$ cat src/rtl/grad_pkt_pkg.sv
// Shared definitions for the gradient stream packetizer.
//   WORD_W / WORDS_PER_LINE : word width and words per 512-bit line
//   state_t                 : framer FSM states
//   line_count(n)           : lines needed for a batch of n words plus header
package grad_pkt_pkg;

    localparam int WORD_W         = 32;
    localparam int WORDS_PER_LINE = 16;

    typedef enum logic [1:0] {IDLE, FILL, DRAIN} state_t;

    // ceil((n+1)/16) evaluated in 33 bits so n = 2^32-1 cannot wrap.
    function automatic logic [32:0] line_count(input logic [31:0] n);
        logic [32:0] total;
        total = {1'b0, n} + 33'd16;
        return total >> 4;
    endfunction

endpackage

$ cat src/rtl/grad_axis_out_reg.sv
// AXI-stream style output holding register.
//   load / load_pl : capture a new payload (caller guarantees !valid || ready)
//   valid / ready  : stream handshake; payload held stable while valid && !ready
//   pl             : registered payload (data plus any sideband bits)
module grad_axis_out_reg #(
    parameter int PL_W = 513
) (
    input  logic            clk,
    input  logic            rst_n,
    input  logic            load,
    input  logic [PL_W-1:0] load_pl,
    input  logic            ready,
    output logic            valid,
    output logic [PL_W-1:0] pl
);

    always_ff @(posedge clk or negedge rst_n) begin
        if (!rst_n) begin
            valid <= 1'b0;
            pl    <= '0;
        end else if (load) begin
            valid <= 1'b1;
            pl    <= load_pl;
        end else if (valid && ready) begin
            valid <= 1'b0;
        end
    end

endmodule

$ cat src/rtl/grad_packetizer.sv
// Gradient stream transmit framer: packs header N plus N 32-bit gradient words
// into 512-bit lines, last line zero-padded and flagged with TLAST.
//   cmd_*     : batch command (N) in
//   in_*      : gradient words in
//   tx_data_* : 512-bit lines out (TKEEP only when GRAD_PKT_TKEEP_EN is defined)
//   busy      : batch in flight or line pending
//   pkt_done  : one-cycle pulse after the last-line handshake
// Optional macro: GRAD_PKT_TKEEP_EN adds tx_data_TKEEP byte enables.
module grad_packetizer
    import grad_pkt_pkg::*;
#(
    parameter int DATA_W = 512,
    parameter int WORD_W = grad_pkt_pkg::WORD_W
) (
    input  logic              clk,
    input  logic              rst_n,
    input  logic              cmd_TVALID,
    output logic              cmd_TREADY,
    input  logic [WORD_W-1:0] cmd_TDATA,
    input  logic              in_TVALID,
    output logic              in_TREADY,
    input  logic [WORD_W-1:0] in_TDATA,
    output logic              tx_data_TVALID,
    input  logic              tx_data_TREADY,
    output logic [DATA_W-1:0] tx_data_TDATA,
    output logic              tx_data_TLAST,
    output logic              busy,
    output logic              pkt_done
`ifdef GRAD_PKT_TKEEP_EN
    ,
    output logic [DATA_W/8-1:0] tx_data_TKEEP
`endif
);

    localparam int WPL   = DATA_W / WORD_W;
    localparam int IDX_W = $clog2(WPL);
    localparam int BPW   = WORD_W / 8;
`ifdef GRAD_PKT_TKEEP_EN
    localparam int PL_W  = DATA_W + 1 + DATA_W / 8;
`else
    localparam int PL_W  = DATA_W + 1;
`endif

    state_t                       state, state_nxt;
    logic [WPL-1:0][WORD_W-1:0]   pack_reg, line_words;
    logic [IDX_W-1:0]             idx;
    logic [WORD_W-1:0]            words_left;
    logic                         cmd_hs, in_hs, out_hs, last_word, line_done;
    logic                         out_load, load_last;
    logic [DATA_W-1:0]            load_data;
    logic [PL_W-1:0]              load_pl, out_pl;

    assign cmd_TREADY = (state == IDLE) && !tx_data_TVALID;
    assign in_TREADY  = (state == FILL) && (!tx_data_TVALID || tx_data_TREADY);
    assign cmd_hs     = cmd_TVALID && cmd_TREADY;
    assign in_hs      = in_TVALID && in_TREADY;
    assign out_hs     = tx_data_TVALID && tx_data_TREADY;
    assign last_word  = (words_left == WORD_W'(1));
    assign line_done  = in_hs && ((idx == IDX_W'(WPL - 1)) || last_word);
    // N==0 is a header-only line and goes straight to the output register.
    assign out_load   = (cmd_hs && (cmd_TDATA == '0)) || line_done;
    assign load_last  = cmd_hs || last_word;
    assign busy       = (state != IDLE) || tx_data_TVALID;

    // Current line with the accepted word merged into its slot; slots past idx
    // are still zero because pack_reg is cleared at each line start.
    for (genvar s = 0; s < WPL; s++) begin : g_slot
        assign line_words[s] = (in_hs && (idx == IDX_W'(s))) ? in_TDATA : pack_reg[s];
    end

    assign load_data = cmd_hs ? DATA_W'(cmd_TDATA) : line_words;

`ifdef GRAD_PKT_TKEEP_EN
    logic [WPL-1:0]      slot_keep;
    logic [DATA_W/8-1:0] load_keep;
    // Every line starts at slot 0, so the filled slots are 0..idx.
    for (genvar s = 0; s < WPL; s++) begin : g_keep
        if (s == 0) begin : g_first
            assign slot_keep[s] = 1'b1;
        end else begin : g_rest
            assign slot_keep[s] = !cmd_hs && (idx >= IDX_W'(s));
        end
        assign load_keep[s*BPW +: BPW] = {BPW{slot_keep[s]}};
    end
    assign load_pl = {load_keep, load_last, load_data};
    assign {tx_data_TKEEP, tx_data_TLAST, tx_data_TDATA} = out_pl;
`else
    assign load_pl = {load_last, load_data};
    assign {tx_data_TLAST, tx_data_TDATA} = out_pl;
`endif

    grad_axis_out_reg #(.PL_W(PL_W)) u_out (
        .clk     (clk),
        .rst_n   (rst_n),
        .load    (out_load),
        .load_pl (load_pl),
        .ready   (tx_data_TREADY),
        .valid   (tx_data_TVALID),
        .pl      (out_pl)
    );

    always_comb begin
        state_nxt = state;
        case (state)
            IDLE:    if (cmd_hs) state_nxt = (cmd_TDATA == '0) ? DRAIN : FILL;
            FILL:    if (line_done && last_word) state_nxt = DRAIN;
            DRAIN:   if (out_hs && tx_data_TLAST) state_nxt = IDLE;
            default: state_nxt = IDLE;
        endcase
    end

    always_ff @(posedge clk or negedge rst_n) begin
        if (!rst_n) begin
            state      <= IDLE;
            pack_reg   <= '0;
            idx        <= '0;
            words_left <= '0;
            pkt_done   <= 1'b0;
        end else begin
            state    <= state_nxt;
            pkt_done <= (state == DRAIN) && out_hs && tx_data_TLAST;
            if (cmd_hs) begin
                pack_reg   <= {{((WPL - 1) * WORD_W){1'b0}}, cmd_TDATA};
                words_left <= cmd_TDATA;
                idx        <= (cmd_TDATA == '0) ? IDX_W'(0) : IDX_W'(1);
            end else if (in_hs) begin
                words_left <= words_left - WORD_W'(1);
                if (line_done) begin
                    pack_reg <= '0;
                    idx      <= '0;
                end else begin
                    pack_reg <= line_words;
                    idx      <= idx + IDX_W'(1);
                end
            end
        end
    end

endmodule

$ cat config.mk
export PLATFORM = sky130hd
export DESIGN_NAME = grad_packetizer
export DESIGN_NICKNAME = d
export VERILOG_FILES = /design/src/rtl/grad_pkt_pkg.sv /design/src/rtl/grad_axis_out_reg.sv /design/src/rtl/grad_packetizer.sv
export SDC_FILE = /design/constraint.sdc
export NUM_CORES = 2
export LEC_CHECK = 0
export CAP_MARGIN = 20
export CORE_UTILIZATION = 61
export DETAILED_ROUTE_END_ITERATION = 6
export GPL_ROUTABILITY_DRIVEN = 0
export PLACE_DENSITY = 0.9
export SLEW_MARGIN = 20
export SYNTH_ARGS = -nofsm -noshare
export SYNTH_HDL_FRONTEND = slang
export SYNTH_HIERARCHICAL = 1
export SYNTH_SLANG_ARGS = --single-unit
$ cat constraint.sdc
create_clock -name clk -period 6 [get_ports clk]
set_clock_uncertainty 0.05 [all_clocks]
set_input_delay 0.9 -clock clk [delete_from_list [all_inputs] [get_ports clk]]
set_output_delay 0.9 -clock clk [all_outputs]
set_load 0.05 [all_outputs]
Yosys cells after proc, flatten, opt, wreduce, memory -nomap -nowiden:

Index checks and enable logic that the tools add are counted.

* register bits: 1065
* word-level logic and storage cells: 118

* $add $sub $neg: 2
* equal/unequal tests: 21
* mux-type cells: 33
* reduce and logical (&&, ||, !) cells: 40

Operators by type and width (number)
* $mux W512: 4
* $mux W32: 18
* $eq A32 B1 Y1 const B: 1
* $eq A4 B4 Y1 const B: 8
* $logic_not A32 Y1: 1
* $sub A32 B1 Y32 const B: 1
* $logic_and A1 B1 Y1: 27
* $eq A4 B3 Y1 const B: 4
* $mux W4: 3
* $eq A4 B2 Y1 const B: 2
* $mux W2: 4
* $pmux W2 S3: 1
* $reduce_bool A2 Y1: 3
* $logic_or A1 B1 Y1: 5
* $add A4 B1 Y4 const B: 1
* $eq A4 B1 Y1 const B: 1
* $logic_not A4 Y1: 1
* $ne A2 B2 Y1 const B: 2
* $mux W1: 3
* $reduce_and A3 Y1: 1
* $eq A2 B1 Y1 const B: 1
* $eq A2 B2 Y1 const B: 1
* $logic_not A2 Y1: 1
* $ne A2 B1 Y1 const B: 1
* $logic_not A1 Y1: 1

Depth between registers and ports, before layout:

* word-level depth: 9
* gate-level depth with buffers: 11
* mapped depth without buffers: 8

Modules after synthesis:

The synthesis kept the hierarchy.

Modules (own cells, without submodules)
* grad_packetizer: times used 1, cells an instance 3314, area an instance 28526.1 um2
* grad_axis_out_reg: times used 1, cells an instance 1086, area an instance 21058.9 um2

Least setup slack after synthesis:

Ideal clock, no wire load.

* path type: register -> register
* start: register u_out.valid
* end: register u_out.pl[351]
* data arrival time: 3.204 ns
* data required time: 5.825 ns
* slack: 2.621 ns
* cell stages (with the launch flop): 12
* buffers on the path: 4
* clock period less this slack: 3.379 ns
* cells stage by stage: dfrtp_1 -> or3_1 -> inv_1 -> nand2_1 -> clkbuf_1 -> nor3_1 -> a21oi_1 -> nand2_1 -> buf_6 -> buf_8 -> buf_8 -> mux2_4

* elaborated cells between the ends (all ways): 12

RTL lines
* start: declaration: line grad_axis_out_reg.sv:13 `output logic valid,`
* start signal: assignment: line grad_axis_out_reg.sv:19 `valid <= 1'b0;`
* start signal: assignment: line grad_axis_out_reg.sv:22 `valid <= 1'b1;`
* start signal: assignment: line grad_axis_out_reg.sv:25 `valid <= 1'b0;`
* $logic_not A1 Y1: line grad_packetizer.sv:53 `assign cmd_TREADY = (state == IDLE) && !tx_data_TVALID;`
* $logic_and A1 B1 Y1: line grad_packetizer.sv:53
* via cmd_TREADY: line grad_packetizer.sv:18 `output logic cmd_TREADY,`
* $logic_and A1 B1 Y1: line grad_packetizer.sv:55 `assign cmd_hs = cmd_TVALID && cmd_TREADY;`
* $logic_and A1 B1 Y1: line grad_packetizer.sv:61 `assign out_load = (cmd_hs && (cmd_TDATA == '0)) || line_done;`
* $logic_or A1 B1 Y1: line grad_packetizer.sv:61
* via out_load: line grad_packetizer.sv:49 `logic out_load, load_last;`
* end signal: assignment: line grad_axis_out_reg.sv:23 `pl <= load_pl;`
* end: declaration: line grad_axis_out_reg.sv:14 `output logic [PL_W-1:0] pl`

The timed path passes the listed nets, and every way through them passes these cells.
A chain may end at the register's enable or synchronous reset.

Final worst setup path:

* start: input tx_data_TREADY
* end: output in_TREADY

* word-level cells in the longest chain between the ends: 2

Ends and longest elaborated chain
* start: declaration: line grad_packetizer.sv:24 `input logic tx_data_TREADY,`
* $logic_or A1 B1 Y1: line grad_packetizer.sv:54 `assign in_TREADY = (state == FILL) && (!tx_data_TVALID || tx_data_TREADY);`
* $logic_and A1 B1 Y1: line grad_packetizer.sv:54
* end: declaration: line grad_packetizer.sv:21 `output logic in_TREADY,`

Every way passes these cells.

==> results.toml <==
[timing]
period_minus_slack_ps = 4580
setup_tns_ps = 0
setup_viol = 0
tightest_slew_ps = 1390
fmax_mhz = 218
fin_crit_sh = 0.763
final_max_slew_viol_count = 0
final-hold-violation-count = 0
rsz0062_at_grt = "false"
slew_headroom = 0.0716

[routing]
wl_mm = 167
firstDrtPassIters = 6
highest-signal-layer = "met5"
wl_met2_mm = 74.1
wl_met1_mm = 59.2
dr.first_iter.drc_count = 5404
drt.antenna.violating_nets = 0
wl_per_cell_microns = 28.2
route.met3.wl_mm = 20.9
num_vias = 40100
drc = 0
viasPerCell = 6.77

[power]
power_frac_clock = 0.306
seq_power_share = 0.428
switchingPower_mw = 7.44
power.leakage_nw = 26.4
p_sw_frac = 0.334
combPwrFrac = 0.265
ir_drop_uv = 294
p_per_area_nw_per_um2 = 376
intPower_mw = 14.8

[layout]
area_growth_pct = 19.3
drive_gt1_frac = 0.185
nets = 4853
post-route-util = 0.736
largest_reg_flops = 513

[critical_path]
crit_arrival_ps = 3630
end_kind = "output port"
cp_data_required_time_ps = 5050
reg2reg_slack_ps = 2130
crit_type = "input pin to output port"
cp-start-kind = "input pin"
cp_max_fo = 11

[synth]
synth-edff-count = 0
ys_warn_count = 6
synth_top_area_cell = "dfrtp_1"
ys.flop_type = "dfrtp_1"
synthTopCellsByArea = "dfrtp_1 54%, mux2_4 14%, a22o_1 8.5%"
yosysTopAreaCellShare = 0.537
seq_area_frac_synth = 0.537
syn_inst = 4400
ys_seq_elements = 1065
avgSynthCellArea_sq_um = 11.3
synthDistinctLibCells = 58
syn_nets = 4475
synth_area_sq_um = 49600
async_reset_ff_frac = 1.00

[die]
die-height_microns = 287
die-area_sq_um = 82400
std_cell_rows = 104
initial_core_util = 0.617
ioPinCount = 587
core_region_area_sq_um = 80400
die-width_microns = 287

[flow_run]
drv_cap = 0

[clocking]
hold_buffers = 0
cts_resized = 0
cts_num_sinks = 1065
h-tree-depth = 3
cts_buffer_depth = 3
cts_setup_buffers = 0
cts_tree = "done"
cts-root-buf = "clkbuf_16"
clk_pin_slew_ps = 60
numCtsBuffers = 105
clk_latency_ps = 690

[hold_path]
min_path_type = "input pin to async pin"

[placed_design]
dp_hpwl_mm = 97.8
numPortBuffers = 586

[run_status]
status = "finished clean"

[global_route]
grt_max_degree = 219
grt_pass1_vias = 39800
overflow = 0
grt_pass1_wl_mm = 249
grt_usage = 0.399
antenna_found_initial = 4
layout make-up:
| type | count | area [sq um] |
|---|---|---|
| Antenna cell | 1 | 2.50 |
| Fill cell | 4845 | 21300 |
| Sequential cell | 1065 | 26700 |
| Clock buffer | 155 | 3110 |
| Multi-Input combinational cell | 2894 | 20800 |
| Tap cell | 1060 | 1330 |
| Inverter | 8 | 30.0 |
| Clock inverter | 32 | 449 |
| Timing Repair Buffer | 704 | 6810 |
kinds of logic (layout without fill, tap and decap cells):
kind of cell / count (synthesis) / after routing / share of synthesized area
other: 0 / 1 / 0
adders and majority gates: 6 / 6 / 0.00151
DFF: 1065 / 1065 / 0.537
xor gates and xnor gates: 21 / 21 / 0.00371
and+or+nand+nor: 1274 / 1274 / 0.107
AOI/OAI and AO/OA: 1079 / 1079 / 0.150
buffers and inverters: 441 / 899 / 0.0481
muxes: 514 / 514 / 0.151
worst max-delay path, stage by stage:
cell             delay [ps]
clkdlybuf4s50_1         610
nand2b_1                480
and2_1                  570
clkdlybuf4s50_1        1050
per-layer routing:
layer / GRT usage / up-vias
li1: - / 16100
met1: 0.513 / 19900
met2: 0.589 / 3262
met3: 0.121 / 802
met4: 0.260 / 8
met5: 0 / -
final timing paths:
path                           startpoint             to  depth (start not counted)
max                        tx_data_TREADY      in_TREADY                          4
min                                 rst_n  u_out/pl[291]                          1
max reg2reg                      state[0]  pack_reg[351]                          5
min reg2reg                 pack_reg[507]  pack_reg[507]                          1
max in group asynchronous           rst_n   pack_reg[17]                          2
min in group clk            pack_reg[507]  pack_reg[507]                          1
cells in the mapped netlist (all sizes together), types with 4 or more instances:
library cell and n:
or3 12, inv 7, nor4 19, nand4 6, nand3 23, or4 4, xnor2 15, clkbuf 329
and3 6, a31oi 39, xor2 6, nor4b 5, buf 104, or2 8, nor3 34, o31ai 4
nand2 1041, nand2b 4, o21ai 12, and2 36, mux2 513, a221o 32, ha 6, nor2 66
dfrtp 1065, a21oi 504, a22o 481
metrics by stage:
stage               worst slack [ps]  hold WS, ps  instance area, sq um  power [mW]  cells
floorplan                       2620          423                 49600        13.3   4400
global placement                1520          437                 55500        14.9   5729
detailed placement              1440          441                 55600        15.2   5730
CTS                             1460          287                 59100        22.1   5917
global route                    1380          312                 59200        23.0   5918
finish                          1420          283                 59200        22.2   5919
power by group through the flow:
stage | registers (mW) | logic, mW | clock network, mW
6_report | 9.53 | 5.90 | 6.81
5_1_grt | 9.62 | 6.25 | 7.13
4_1_cts | 9.46 | 5.81 | 6.83
3_5_place_dp | 9.53 | 5.70 | 0
3_3_place_gp | 9.46 | 5.46 | 0
2_1_floorplan | 10.1 | 3.13 | 0
cell usage in the layout, fill, tap and decap left out, drive strengths merged, types with 5 or more instances in the layout:
cell / netlist / layout
a21oi: 504 / 504
nor3: 34 / 34
a31oi: 39 / 39
nand3: 23 / 23
xnor2: 15 / 15
clkinv: 1 / 20
o21ai: 12 / 12
nor2: 66 / 66
nand4: 6 / 6
bufinv: 0 / 7
dfrtp: 1065 / 1065
ha: 6 / 6
xor2: 6 / 6
and3: 6 / 6
buf: 104 / 151
or2: 8 / 8
and2: 36 / 36
clkbuf: 329 / 155
clkdlybuf4s50: 0 / 553
nand2: 1041 / 1041
or3: 12 / 12
a221o: 32 / 32
inv: 7 / 11
mux2: 513 / 513
a22o: 481 / 481
nor4b: 5 / 5
nor4: 19 / 19
No activity file was read; power rests on OpenSTA's default activity.
